**src/rtl/iq_parallel_to_serial_fifo_if.sv**
```systemverilog
// Handshake bundle for iq_parallel_to_serial_fifo: parallel words in, serial lane beats out, status.
// The DUT connects through the slave modport; the word source / beat sink side uses master.
interface iq_parallel_to_serial_fifo_if #(
  parameter int LANES  = 2,
  parameter int DATA_W = 1,
  parameter int DEPTH  = 4
);
  logic [LANES*DATA_W-1:0]    i_par_data;
  logic                       i_par_valid;
  logic                       o_par_ready;
  logic                       i_q_first;
  logic [DATA_W-1:0]          o_ser_data;
  logic                       o_ser_valid;
  logic                       i_ser_ready;
  logic                       o_ser_last;
  logic [$clog2(DEPTH+1)-1:0] o_fifo_level;
  logic                       o_busy;

  modport slave (
    input  i_par_data, i_par_valid, i_q_first, i_ser_ready,
    output o_par_ready, o_ser_data, o_ser_valid, o_ser_last, o_fifo_level, o_busy
  );

  modport master (
    output i_par_data, i_par_valid, i_q_first, i_ser_ready,
    input  o_par_ready, o_ser_data, o_ser_valid, o_ser_last, o_fifo_level, o_busy
  );
endinterface

```
**src/rtl/iq_parallel_to_serial_fifo.sv**
```systemverilog
// Buffers LANES-wide I/Q words in a DEPTH-word FIFO and serialises them one lane per beat.
// Optional macro PTS_PARITY_BEAT_EN appends an XOR-of-all-lanes beat to every word.
module iq_parallel_to_serial_fifo #(
  parameter int LANES  = 2,
  parameter int DATA_W = 1,
  parameter int DEPTH  = 4
) (
  input logic                        i_clk,
  input logic                        i_rst,
  iq_parallel_to_serial_fifo_if.slave bus
);
  localparam int WORD_W = LANES * DATA_W;
  localparam int PTR_W  = $clog2(DEPTH);
  localparam int LVL_W  = $clog2(DEPTH + 1);
`ifdef PTS_PARITY_BEAT_EN
  localparam int BEATS  = LANES + 1;
`else
  localparam int BEATS  = LANES;
`endif
  localparam int BEAT_W = $clog2(BEATS);
  localparam int PAIRED = LANES - (LANES % 2);
  localparam logic [LVL_W-1:0]  FULL_LVL  = LVL_W'(DEPTH);
  localparam logic [BEAT_W-1:0] LAST_BEAT = BEAT_W'(BEATS - 1);

  typedef enum logic {IDLE, SHIFT} state_t;

  logic [WORD_W-1:0] mem_q [DEPTH];
  logic [PTR_W-1:0]  wrPtr_q, rdPtr_q;
  logic [LVL_W-1:0]  level_q, level_d;
  logic              parReady_q;

  state_t            state_q;
  logic [WORD_W-1:0] shift_q;
  logic              qFirst_q;
  logic [BEAT_W-1:0] beat_q, beatNext;
  logic [DATA_W-1:0] serData_q;
  logic              serValid_q, serLast_q, busy_q;

  logic              push, pop, fifoEmpty, beatTaken;
  logic [WORD_W-1:0] headWord;

  // Beats past the last lane carry the parity; otherwise pick the lane, swapping I/Q pairs in Q-first mode.
  function automatic logic [DATA_W-1:0] beatData(input logic [WORD_W-1:0] word,
                                                 input logic qf, input int idx);
    logic [DATA_W-1:0] acc;
    int lane;
    acc = '0;
    if (idx >= LANES) begin
      for (int k = 0; k < LANES; k++) acc ^= word[k*DATA_W +: DATA_W];
    end else begin
      lane = (qf && idx < PAIRED) ? (idx ^ 1) : idx;
      acc  = word[lane*DATA_W +: DATA_W];
    end
    return acc;
  endfunction

  assign fifoEmpty = (level_q == '0);
  assign headWord  = mem_q[rdPtr_q];
  assign beatTaken = (state_q == SHIFT) && bus.i_ser_ready;
  assign push      = bus.i_par_valid && parReady_q;
  assign pop       = !fifoEmpty && ((state_q == IDLE) || (beatTaken && serLast_q));
  assign beatNext  = beat_q + 1'b1;

  always_comb begin
    level_d = level_q;
    case ({push, pop})
      2'b10:   level_d = level_q + 1'b1;
      2'b01:   level_d = level_q - 1'b1;
      default: level_d = level_q;
    endcase
  end

  // Ready is registered from the next level, so a full FIFO refuses a push even while popping.
  always_ff @(posedge i_clk or posedge i_rst) begin
    if (i_rst) begin
      wrPtr_q    <= '0;
      rdPtr_q    <= '0;
      level_q    <= '0;
      parReady_q <= 1'b1;
    end else begin
      if (push) wrPtr_q <= wrPtr_q + 1'b1;
      if (pop)  rdPtr_q <= rdPtr_q + 1'b1;
      level_q    <= level_d;
      parReady_q <= (level_d != FULL_LVL);
    end
  end

  always_ff @(posedge i_clk) begin
    if (push) mem_q[wrPtr_q] <= bus.i_par_data;
  end

  // A pop always means a load, whether from IDLE or back-to-back after the last beat.
  always_ff @(posedge i_clk or posedge i_rst) begin
    if (i_rst) begin
      state_q    <= IDLE;
      shift_q    <= '0;
      qFirst_q   <= 1'b0;
      beat_q     <= '0;
      serData_q  <= '0;
      serValid_q <= 1'b0;
      serLast_q  <= 1'b0;
      busy_q     <= 1'b0;
    end else if (pop) begin
      state_q    <= SHIFT;
      shift_q    <= headWord;
      qFirst_q   <= bus.i_q_first;
      beat_q     <= '0;
      serData_q  <= beatData(headWord, bus.i_q_first, 0);
      serValid_q <= 1'b1;
      serLast_q  <= 1'b0;
      busy_q     <= 1'b1;
    end else if (beatTaken) begin
      if (serLast_q) begin
        state_q    <= IDLE;
        beat_q     <= '0;
        serData_q  <= '0;
        serValid_q <= 1'b0;
        serLast_q  <= 1'b0;
        busy_q     <= 1'b0;
      end else begin
        beat_q    <= beatNext;
        serData_q <= beatData(shift_q, qFirst_q, int'(beatNext));
        serLast_q <= (beatNext == LAST_BEAT);
      end
    end
  end

  assign bus.o_par_ready  = parReady_q;
  assign bus.o_ser_data   = serData_q;
  assign bus.o_ser_valid  = serValid_q;
  assign bus.o_ser_last   = serLast_q;
  assign bus.o_fifo_level = level_q;
  assign bus.o_busy       = busy_q;
endmodule

```
**src/flat_wrapper.sv**
```systemverilog
// flat-port wrapper written by rule: the top's interface ports become plain ports
module iq_parallel_to_serial_fifo_flat 
#(
  parameter int LANES  = 2,
  parameter int DATA_W = 1,
  parameter int DEPTH  = 4
)
  (i_clk, i_rst, bus_i_par_data, bus_i_par_valid, bus_i_q_first, bus_i_ser_ready, bus_o_par_ready, bus_o_ser_data, bus_o_ser_valid, bus_o_ser_last, bus_o_fifo_level, bus_o_busy);
  iq_parallel_to_serial_fifo_if #(.LANES(LANES), .DATA_W(DATA_W), .DEPTH(DEPTH)) bus_i ();
  input logic i_clk;
  input logic i_rst;
  input wire logic [$bits(bus_i.i_par_data)-1:0] bus_i_par_data;
  input wire logic [$bits(bus_i.i_par_valid)-1:0] bus_i_par_valid;
  input wire logic [$bits(bus_i.i_q_first)-1:0] bus_i_q_first;
  input wire logic [$bits(bus_i.i_ser_ready)-1:0] bus_i_ser_ready;
  output wire logic [$bits(bus_i.o_par_ready)-1:0] bus_o_par_ready;
  output wire logic [$bits(bus_i.o_ser_data)-1:0] bus_o_ser_data;
  output wire logic [$bits(bus_i.o_ser_valid)-1:0] bus_o_ser_valid;
  output wire logic [$bits(bus_i.o_ser_last)-1:0] bus_o_ser_last;
  output wire logic [$bits(bus_i.o_fifo_level)-1:0] bus_o_fifo_level;
  output wire logic [$bits(bus_i.o_busy)-1:0] bus_o_busy;
  assign bus_i.i_par_data = bus_i_par_data;
  assign bus_i.i_par_valid = bus_i_par_valid;
  assign bus_i.i_q_first = bus_i_q_first;
  assign bus_i.i_ser_ready = bus_i_ser_ready;
  assign bus_o_par_ready = bus_i.o_par_ready;
  assign bus_o_ser_data = bus_i.o_ser_data;
  assign bus_o_ser_valid = bus_i.o_ser_valid;
  assign bus_o_ser_last = bus_i.o_ser_last;
  assign bus_o_fifo_level = bus_i.o_fifo_level;
  assign bus_o_busy = bus_i.o_busy;
  iq_parallel_to_serial_fifo #(.LANES(LANES), .DATA_W(DATA_W), .DEPTH(DEPTH)) u_core (.i_clk(i_clk), .i_rst(i_rst), .bus(bus_i));
endmodule
```
**config.mk**
```make
export PLATFORM = sky130hd
export DESIGN_NAME = iq_parallel_to_serial_fifo_flat
export DESIGN_NICKNAME = d
export VERILOG_FILES = /design/src/rtl/iq_parallel_to_serial_fifo_if.sv /design/src/rtl/iq_parallel_to_serial_fifo.sv /design/src/flat_wrapper.sv
export SDC_FILE = /design/constraint.sdc
export NUM_CORES = 1
export LEC_CHECK = 0
export ABC_AREA = 1
export BUFFER_PORTS_ARGS = -buffer_cell sky130_fd_sc_hd__buf_4
export CORE_ASPECT_RATIO = 2
export CORE_MARGIN = 2
export CORE_UTILIZATION = 35
export DETAILED_ROUTE_END_ITERATION = 7
export SYNTH_ARGS = -nofsm -noshare
export SYNTH_HDL_FRONTEND = slang
export SYNTH_SLANG_ARGS = --single-unit
```
**constraint.sdc**
```tcl
create_clock -name i_clk -period 2.6 [get_ports i_clk]
set_input_delay 0.13 -clock i_clk [delete_from_list [all_inputs] [get_ports i_clk]]
set_output_delay 0.13 -clock i_clk [all_outputs]
set_load 0.02 [all_outputs]
```
* Word level (Yosys, flattened, before mapping) *
Memories as Yosys holds them, arrays and structs flattened.
Index checks and enable logic that the tools add are counted.
W data, S select, Z words.

operators by class
  $lt $le $gt $ge = 0
  multiplexer cells = 14
  add/sub/neg operators = 5
  multipliers = 0
  reductions and logical operators = 10
  bitwise operators = 2
  equality and inequality tests = 3
  divide/modulo/power cells = 0
  shifts and indexed selects = 2

operators with widths
  kind                   number
  $shiftx A2 B32 Y1      2
  $mux W1                13
  $pmux W3 S2            1
  $add A2 B1 Y2 const B  2
  $logic_and A1 B1 Y1    4
  $reduce_bool A2 Y1     2
  $add A3 B1 Y3 const B  1
  $logic_not A3 Y1       1
  $ne A3 B3 Y1 const B   1
  $sub A3 B1 Y3 const B  1
  $eq A2 B1 Y1 const B   1
  $eq A2 B2 Y1 const B   1
  $not A1 Y1             2
  $reduce_and A2 Y1      1
  $add A1 B1 Y1 const B  1
  $logic_not A1 Y1       1
  $logic_or A1 B1 Y1     1

word-level totals
  bits in read-only memories = 0
  memories = 1
  latch bits = 0
  logic and storage cells = 46
  RAM bits = 8
  bits of input ports = 7
  register bits = 14

memory list
  memory        depth  width  read ports  clocked after Yosys merged registers in  wr ports  line                              RTL
  u_core.mem_q  4      2      1           0                                        1         iq_parallel_to_serial_fifo.sv:27  logic [WORD_W-1:0] mem_q [DEPTH];

* Depth between registers and ports, before layout *
Gate-level depths: netlist of the first run.

  word-level depth = 7
  depth in mapped cells = 11
  gate-level depth less buffers = 11

* Worst setup path after synthesis of the first run *
OpenSTA, ideal clock, no wires.

  kind = reg-to-reg
  start = register u_core.beat_q (netlist name)
  end = register u_core.parReady_q (netlist: u_core.bus.o_par_ready)
  setup slack = 0.730 ns
  required time = 2.518 ns
  arrival = 1.788 ns
  path buffers = 0
  period minus slack after synthesis = 1.870 ns
  stages on the path, launching flop included = 12
  path through = dfrtp_1 nand2_1 nand2_2 nand2_4 inv_2 ha_1 inv_1 fa_1 a21oi_1 o21ai_0 xor2_1 nand2_1

RTL lines
  item                  line                              RTL
  to (signal assigned)  iq_parallel_to_serial_fifo.sv:84  parReady_q <= (level_d != FULL_LVL);
  to (decl)             iq_parallel_to_serial_fifo.sv:30  logic parReady_q;

* Final worst setup path of the first run *
  start = register u_core.level_q[1] (netlist: u_core.bus.o_fifo_level[1])
  end = register u_core.parReady_q (netlist: u_core.bus.o_par_ready)

on the way
  word-level cells in the longest chain between the ends = 6
  elaborated cells between the ends (all ways) = 9

ends and longest elaborated chain
  item                                                 line                              RTL
  from (decl)                                          iq_parallel_to_serial_fifo.sv:29  logic [LVL_W-1:0] level_q, level_d;
  from (signal assigned)                               iq_parallel_to_serial_fifo.sv:83  level_q <= level_d;
  $logic_not A3 Y1 (*)                                 iq_parallel_to_serial_fifo.sv:57  assign fifoEmpty = (level_q == '0);
  $logic_not A1 Y1 (*)                                 iq_parallel_to_serial_fifo.sv:61  assign pop = !fifoEmpty && ((state_q == IDLE) || (beatTaken && serLast_q));
  $logic_and A1 B1 Y1 (*)                              iq_parallel_to_serial_fifo.sv:61
  net u_core.pop                                       iq_parallel_to_serial_fifo.sv:39  logic push, pop, fifoEmpty, beatTaken;
  $eq A2 B1 Y1 / $eq A2 B2 Y1 (equally long branches)  iq_parallel_to_serial_fifo.sv:66  case ({push, pop})
  $pmux W3 S2 (*)                                      iq_parallel_to_serial_fifo.sv:66
  net u_core.level_d[1]                                iq_parallel_to_serial_fifo.sv:29
  $ne A3 B3 Y1 (*)                                     iq_parallel_to_serial_fifo.sv:84

The timed path passes the listed nets; every way through them passes the cells marked *.
A chain may end at the register's enable or synchronous reset.

==> impl_results.md, run 1 <==
* Setup_tns at 0 ps
* Hold path depth at 1
* Mapped Cells at 116
* Final hold vios at 0
* Top post-synthesis cells by area: dfrtp_1, edfxtp_1, inv_1
* Number of flops mapped to enable cells by yosys at 8
* Synth Net Count at 129
* Pin count of the biggest net entering global routing at 15
* Worst clock skew at 2.753 ps
* CTS max path bufs at 2
* Startpoint of the worst register-to-register path: u_core.bus.o_fifo_level[1]
* Final core occ at 43.45%
* TritonCTS clock tree: built
* Initial antenna violation count at 0
* CORE AREA at 2943 um^2
* Netlist Area Pre-Place at 1079 um^2
* Pins Over Slew Limit at 0
* ANT nets after route at 0
* Share of cells above drive strength 1 at 20.90%
* Area Growth Syn to Fin at 18.56%
* Post-synth ARST share at 63.64%
* Die Wd at 43.25 um
* Clk slew on worst S/H paths at 80 ps
* H-tree level count at 1
* FF+latch count, synth at 22
* Gr usage total at 12.14%
* Crit path launch: u_core.bus.o_fifo_level[1]
* Yosys Warn Count at 0
* List of most frequent post-synthesis cells: inv_1, nand2_1, nor2_1
* Diode count at 0
* WL per Instance at 11.71 um
* Sequential share of the synthesized area at 54.87%
* First-pass GRT wire length at 3.194 mm
* Nets at 148
* Overflow after GRT at 0
* Critical Path End Type: flip-flop
* # DRC at 0
* Top-area cell type share of the netlist area at 30.16%
* DR pass1 iterations at 4
* Worst-Margin Slew at 529.6 ps
* # rows at 28
* Die height at 82.51 um
* Area of placed instances at 1214 um^2
* Top_reg_cell synth: dfrtp_1
* FF-to-FF path depth at 10
* Total of max-cap violations at 0
* P per Cell Area at 1255 nW/um^2
* Slew margin rel. at 64.65%
* Num CTS Buffers at 3
* Setup slack at placement at 646.9 ps
* Hold Startpoint: bus_i_par_data[1]
* Startpoint types: flip-flop
* CP Data Required Time at 2810 ps
* Total routed wirelength at 1.921 mm
* Top cell type by total area after synthesis: dfrtp_1
* Pleak at 0.6499 nW
* Post-DP HPWL at 1.552 mm
* Critical-path maximum fanout at 8
* VDD IR max at 581.6 uV
* Final setup viols at 0
* Final GP Congestion at 0.7304
* Crit path DAT at 2160 ps
* Synth unique cells at 19
* Vias per inst at 4.598
* Clk sinks at 22
* Vias at 754
* RR Endpoint: u_core.bus.o_par_ready
* Setup ws final at 642.3 ps
* Die area at 3568 um^2
* Final instance area at 1279 um^2
* Syn Area/Cell at 9.298 um^2
* Status: finished, final reports clean
* Total I/O pin count at 15
* Worst reg2reg setup slack at 640 ps
* Most frequent cell after synthesis: inv_1
* Initial core utilization at 36.65%
* Hold endpoint: u_core.mem_q[1][1]
* HP Class: input pin to flip-flop
* Setup bufs post-CTS at 0
* F_max at 510.8 MHz
* Final period utilization at 75.30%
* RSZ-0062 raised after global routing: false
* Root Buffer: clkbuf_8
* Post-route minimum period at 1958 ps
* Skew-Pair Late Insertion Delay at 260 ps
* I/O Buffers at 14
* Vias in the first global route at 772
* Drt initial violations at 23
* Critical path type: flip-flop to flip-flop
-- worst max-delay path by stage --
stage | endpoint | slack, ps | cells after the start
floorplan | u_core.bus.o_par_ready | 730 | 11
global placement | u_core.bus.o_par_ready | 690 | 10
detailed placement | u_core.bus.o_par_ready | 650 | 10
CTS | u_core.bus.o_par_ready | 620 | 10
global route | u_core.bus.o_par_ready | 500 | 10
finish | u_core.bus.o_par_ready | 640 | 10
-- per-layer routing --
layer / GRT usage, % / wire (um) / share of wire [%]
met5: 0 / 0 / 0
met3: 1.957 / 36 / 1.9
met1: 12.07 / 711 / 37
met2: 23.13 / 1151 / 60
met4: 6.364 / 22 / 1.1
-- flip-flops by register name (all words and copies together), names as in the netlist --
name and count:
u_core.mem_q 8, u_core.bus.o_ser_valid 1, u_core.shift_q 2, u_core.wrPtr_q 2
u_core.qFirst_q 1, u_core.bus.o_par_ready 1, u_core.bus.o_fifo_level 3, u_core.bus.o_ser_data 1
u_core.rdPtr_q 2, u_core.beat_q 1
-- kinds of logic after synthesis --
kind of cell	synth area share, %
and+or+nand+nor	20.07
buffers and inverters	9.746
DFF	54.87
AOI/OAI and AO/OA	4.408
adders and majority gates	7.657
xor gates and xnor gates	3.249
-- per-stage QoR --
step	total power [W]	cells	hold slack, ps
5_1_grt	0.001754	164	66.38
4_1_cts	0.001623	164	70.64
2_1_floorplan	0.001147	116	18.50
3_3_place_gp	0.001348	159	208.2
3_5_place_dp	0.001378	159	211.0
6_report	0.001605	164	74.42
-- power by group --
| group | total, W | switching [W] | internal, W |
|---|---|---|---|
| clock network | 0.000241 | 0.000107 | 0.000135 |
| logic | 0.000766 | 0.000476 | 0.000290 |
| registers | 0.000598 | 0.0000951 | 0.000503 |
-- cell usage in the layout, fill, tap and decap left out --
master | synthesis | final
inv_1 | 24 | 24
nand2_1 | 22 | 22
nor2_1 | 17 | 17
buf_4 | 1 | 14
dfrtp_1 | 13 | 13
edfxtp_1 | 8 | 8
ha_1 | 5 | 5
a21oi_1 | 4 | 4
clkbuf_8 | 0 | 4
nand2_2 | 3 | 3
nand3_2 | 3 | 3
o21ai_0 | 3 | 3
xor2_1 | 3 | 3
inv_2 | 2 | 2
nand3_1 | 2 | 2
a31oi_1 | 2 | 2
nand2_4 | 1 | 1
xnor2_1 | 1 | 1
fa_1 | 1 | 1
dlygate4sd3_1 | 0 | 1
dfstp_2 | 1 | 1
-- timing repair --
item,4_1_cts,5_1_grt
hold buffers,1,0
gates resized for setup,0,0
endpoints found under the hold margin,13,0
endpoints found under the setup margin,0,0
-- cell type report --
class	count	area, um^2
Fill cell	299	1664
Sequential cell	22	591.8
Multi-Input combinational cell	67	381.6
Timing Repair Buffer	15	115.1
Inverter	26	97.59
Clock buffer	4	55.05
Tap cell	30	37.54
-- worst max-delay path, cell delays in order (launching register included) --
cell and delay, ps:
dfrtp_1 410, nor2_1 140, nand2_2 80, nand2_4 100
inv_2 70, ha_1 190, inv_1 90, fa_1 420
o21ai_0 230, nor2_1 90, nand2_1 70
No activity file was read; power rests on OpenSTA's default activity.
==> run 2, diff against run 1 <==
==> constraint.sdc (replaced) <==
create_clock -name i_clk -period 1.8 [get_ports i_clk]
set_input_delay 0.09 -clock i_clk [delete_from_list [all_inputs] [get_ports i_clk]]
set_output_delay 0.09 -clock i_clk [all_outputs]
set_load 0.02 [all_outputs]
==> run 2 against run 1 <==
Effect of this change:
- hold slack worse by 34 ps
- fmax is 13% higher
- via count is 2.4% higher
- non-clock buffer count is 5 higher
- utilization is 2.3 points higher
- flip-flop and latch count stayed put
- register-to-register slack worse by 580 ps
- power is 53% higher
- die area stayed put
- largest power group unchanged
==> impl_results.md, run 2 (same netlist as run 1, synthesis figures left out) <==
* Status: finished, final reports clean
* CP top delay family: adder cells
* Final setup viols at 0 (unchanged)
* Die height at 82.51 um (unchanged)
* Clk sinks at 22 (unchanged)
* Max Used Layer: met4
* Die Wd at 43.25 um (unchanged)
* Final hold vios at 0 (unchanged)
* Area occupied by multi-input gates at 409.1 um^2 (+7.2%)
* F_max at 575.2 MHz (+13%)
* Clk slew on worst S/H paths at 80 ps (about the same)
* Startpoint types: flip-flop
* Pin count of the biggest net entering global routing at 15 (unchanged)
* # rows at 28 (unchanged)
* Worst reg2reg setup slack at 60 ps (-580 ps)
* Termination of the worst setup path: u_core.bus.o_par_ready
* Overall Power at 0.002462 W (+53%)
* Area Growth Syn to Fin at 24.71%
* ANT nets after route at 0 (unchanged)
* Crit path launch: u_core.beat_q
* Worst-Margin Slew at 542.8 ps (+13.16 ps)
* Final GP Congestion at 0.8146 (+12%)
* Slew margin rel. at 63.77% (-0.88 points)
* Overflow after GRT at 0 (unchanged)
* Final period utilization at 96.59% (+21 points)
* Post-DP HPWL at 1.493 mm (-3.8%)
* Crit path depth at 11 (+1)
* Non-filler cells, final at 169 (+3.0%)
* CTS max path bufs at 2 (unchanged)
* Biggest register: u_core.mem_q
* Initial core utilization at 36.65% (unchanged)
* Metal2 WL at 1.166 mm (+1.3%)
* Num CTS Buffers at 3 (unchanged)
* Gr usage total at 11.66% (-0.48 points)
* Worst clock skew at 7.262 ps (+4.509 ps)
* VDD IR max at 886.9 uV (+52%)
* Skew-Pair Late Insertion Delay at 260 ps (about the same)
* Vias in the first global route at 772 (unchanged)
* CP Data Required Time at 1990 ps (-820 ps)
* Crit path DAT at 1930 ps (-230 ps)
* Share of cells above drive strength 1 at 32.37% (+11 points)
* Total routed wirelength at 1.879 mm (-2.2%)
* I/O Buffers at 14 (unchanged)
* WL per Instance at 11.12 um (-5.1%)
* DR pass1 iterations at 4 (unchanged)
* Critical path type: flip-flop to flip-flop
* Drt initial violations at 6 (-74%)
* First-pass GRT wire length at 3.077 mm (-3.7%)
* CP peak stage delay at 390 ps (-30 ps)
* Met3 wire length at 26 um (-28%)
* TritonCTS clock tree: built
* Nets at 153 (+3.4%)
* Storage cell area at 598.1 um^2 (+1.1%)
* Dpl cells at 162 (+1.9%)
* Worst path cell trace: nand2_2 > nand2_2 > nand2_4 > inv_4 > ha_4 > inv_4 > fa_2 > a21oi_2 > o21ai_1 > xor2_1 > nand2_1
* DRT met1 WL at 664 um (-6.6%)
* Pins Over Slew Limit at 0 (unchanged)
* Diode count at 0 (unchanged)
* Pleak at 0.6640 nW (+2.2%)
* Commonest cells after routing, fill and taps aside: inv_1, nand2_1, buf_4
* CP max stage cell: dfrtp_2
* Vias per inst at 4.568 (-0.64%)
* HP Class: input pin to flip-flop
* Critical Path End Type: flip-flop
* Commonest non-fill, non-tap cell in the layout: inv_1
* P per Cell Area at 1830 nW/um^2 (+46%)
* # fillers at 299 (unchanged)
* Vias at 772 (+2.4%)
* FF-to-FF path depth at 11 (+1)
* Startpoint of the worst register-to-register path: u_core.beat_q
* RSZ-0062 raised after global routing: true
* Total of max-cap violations at 0 (unchanged)
* Max reg flops at 8 (unchanged)
* WP buf/inv at 2 (unchanged)
* CORE AREA at 2943 um^2 (unchanged)
* Root Buffer: clkbuf_8
* Initial antenna violation count at 0 (unchanged)
* Die area at 3568 um^2 (unchanged)
* # DRC at 0 (unchanged)
* Critical-path maximum fanout at 3 (-5)
* Post-route minimum period at 1739 ps (-219.1 ps)
* RR Endpoint: u_core.bus.o_par_ready
* H-tree level count at 1 (unchanged)
* Total I/O pin count at 15 (unchanged)
## run 2: changes by cell type in the layout (fill, tap and decap cells not counted), sizes merged
cell | previous run | this run
clkbuf | 4 | 3
buf | 14 | 19
clkinv | 0 | 1
## run 2: cell type report
class / instances / area share, %
Multi-Input combinational cell: 67 / 30.42
Tap cell: 30 / 2.791
Sequential cell: 22 / 44.47
Clock buffer: 3 / 3.070
Clock inverter: 1 / 0.2791
Timing Repair Buffer: 20 / 11.35
Inverter: 26 / 7.628
## run 2: report_power, final
group,switching (W),internal (W),total [W],leakage [nW]
Sequential,0.000153,0.000737,0.000890,0.228
Combinational,0.000723,0.000549,0.00127,0.413
Clock,0.000148,0.000152,0.000300,0.0231
## run 2: what timing repair did
action                     in CTS  in global routing
buffers inserted                0                  2
setup endpoints to repair       1                  2
resized for setup               1                  7
hold endpoints to repair       13                  0
hold buffers                    1                  0
pin swaps                       0                  6
## run 2: layer usage
layer,global-route usage [%],vias up
li1,-,394
met1,11.14,372
met2,22.54,4
met3,1.957,2
met4,6.364,0
met5,0,-
## run 2: through the flow
step                area [um^2]  worst slack, ps  hold WS [ps]  TNS [ps]  util [%]
CTS                        1309            4.961         35.09         0     44.47
detailed placement         1250            2.658         178.7         0     42.47
floorplan                  1092            12.67        -21.83         0         -
finish                     1345            61.34         40.20         0     45.71
global placement           1250            29.76         174.3         0     42.47
global route               1345           -60.62         24.08    -60.62     45.71
## run 2: how the worst min path moves through the flow
stage | from | end | cells past startpoint | slack (ps)
after floorplan | i_rst | u_core.bus.o_ser_data | 1 | -20
after global placement | i_rst | u_core.bus.o_ser_data | 2 | 170
after detailed placement | i_rst | u_core.bus.o_ser_data | 2 | 180
after CTS | bus_i_par_data[0] | u_core.mem_q[0][0] | 1 | 40
after global routing | bus_i_par_data[0] | u_core.mem_q[1][0] | 1 | 20
final | bus_i_par_data[0] | u_core.mem_q[0][0] | 1 | 40
## run 2: worst register-to-register path, stage by stage (launching register included)
cell and delay, ps:
dfrtp_2 390, nand2_2 50, nand2_2 90, nand2_4 60, inv_4 60, ha_4 130, inv_4 40, fa_2 390
a21oi_2 120, o21ai_1 80, xor2_1 190, nand2_1 80
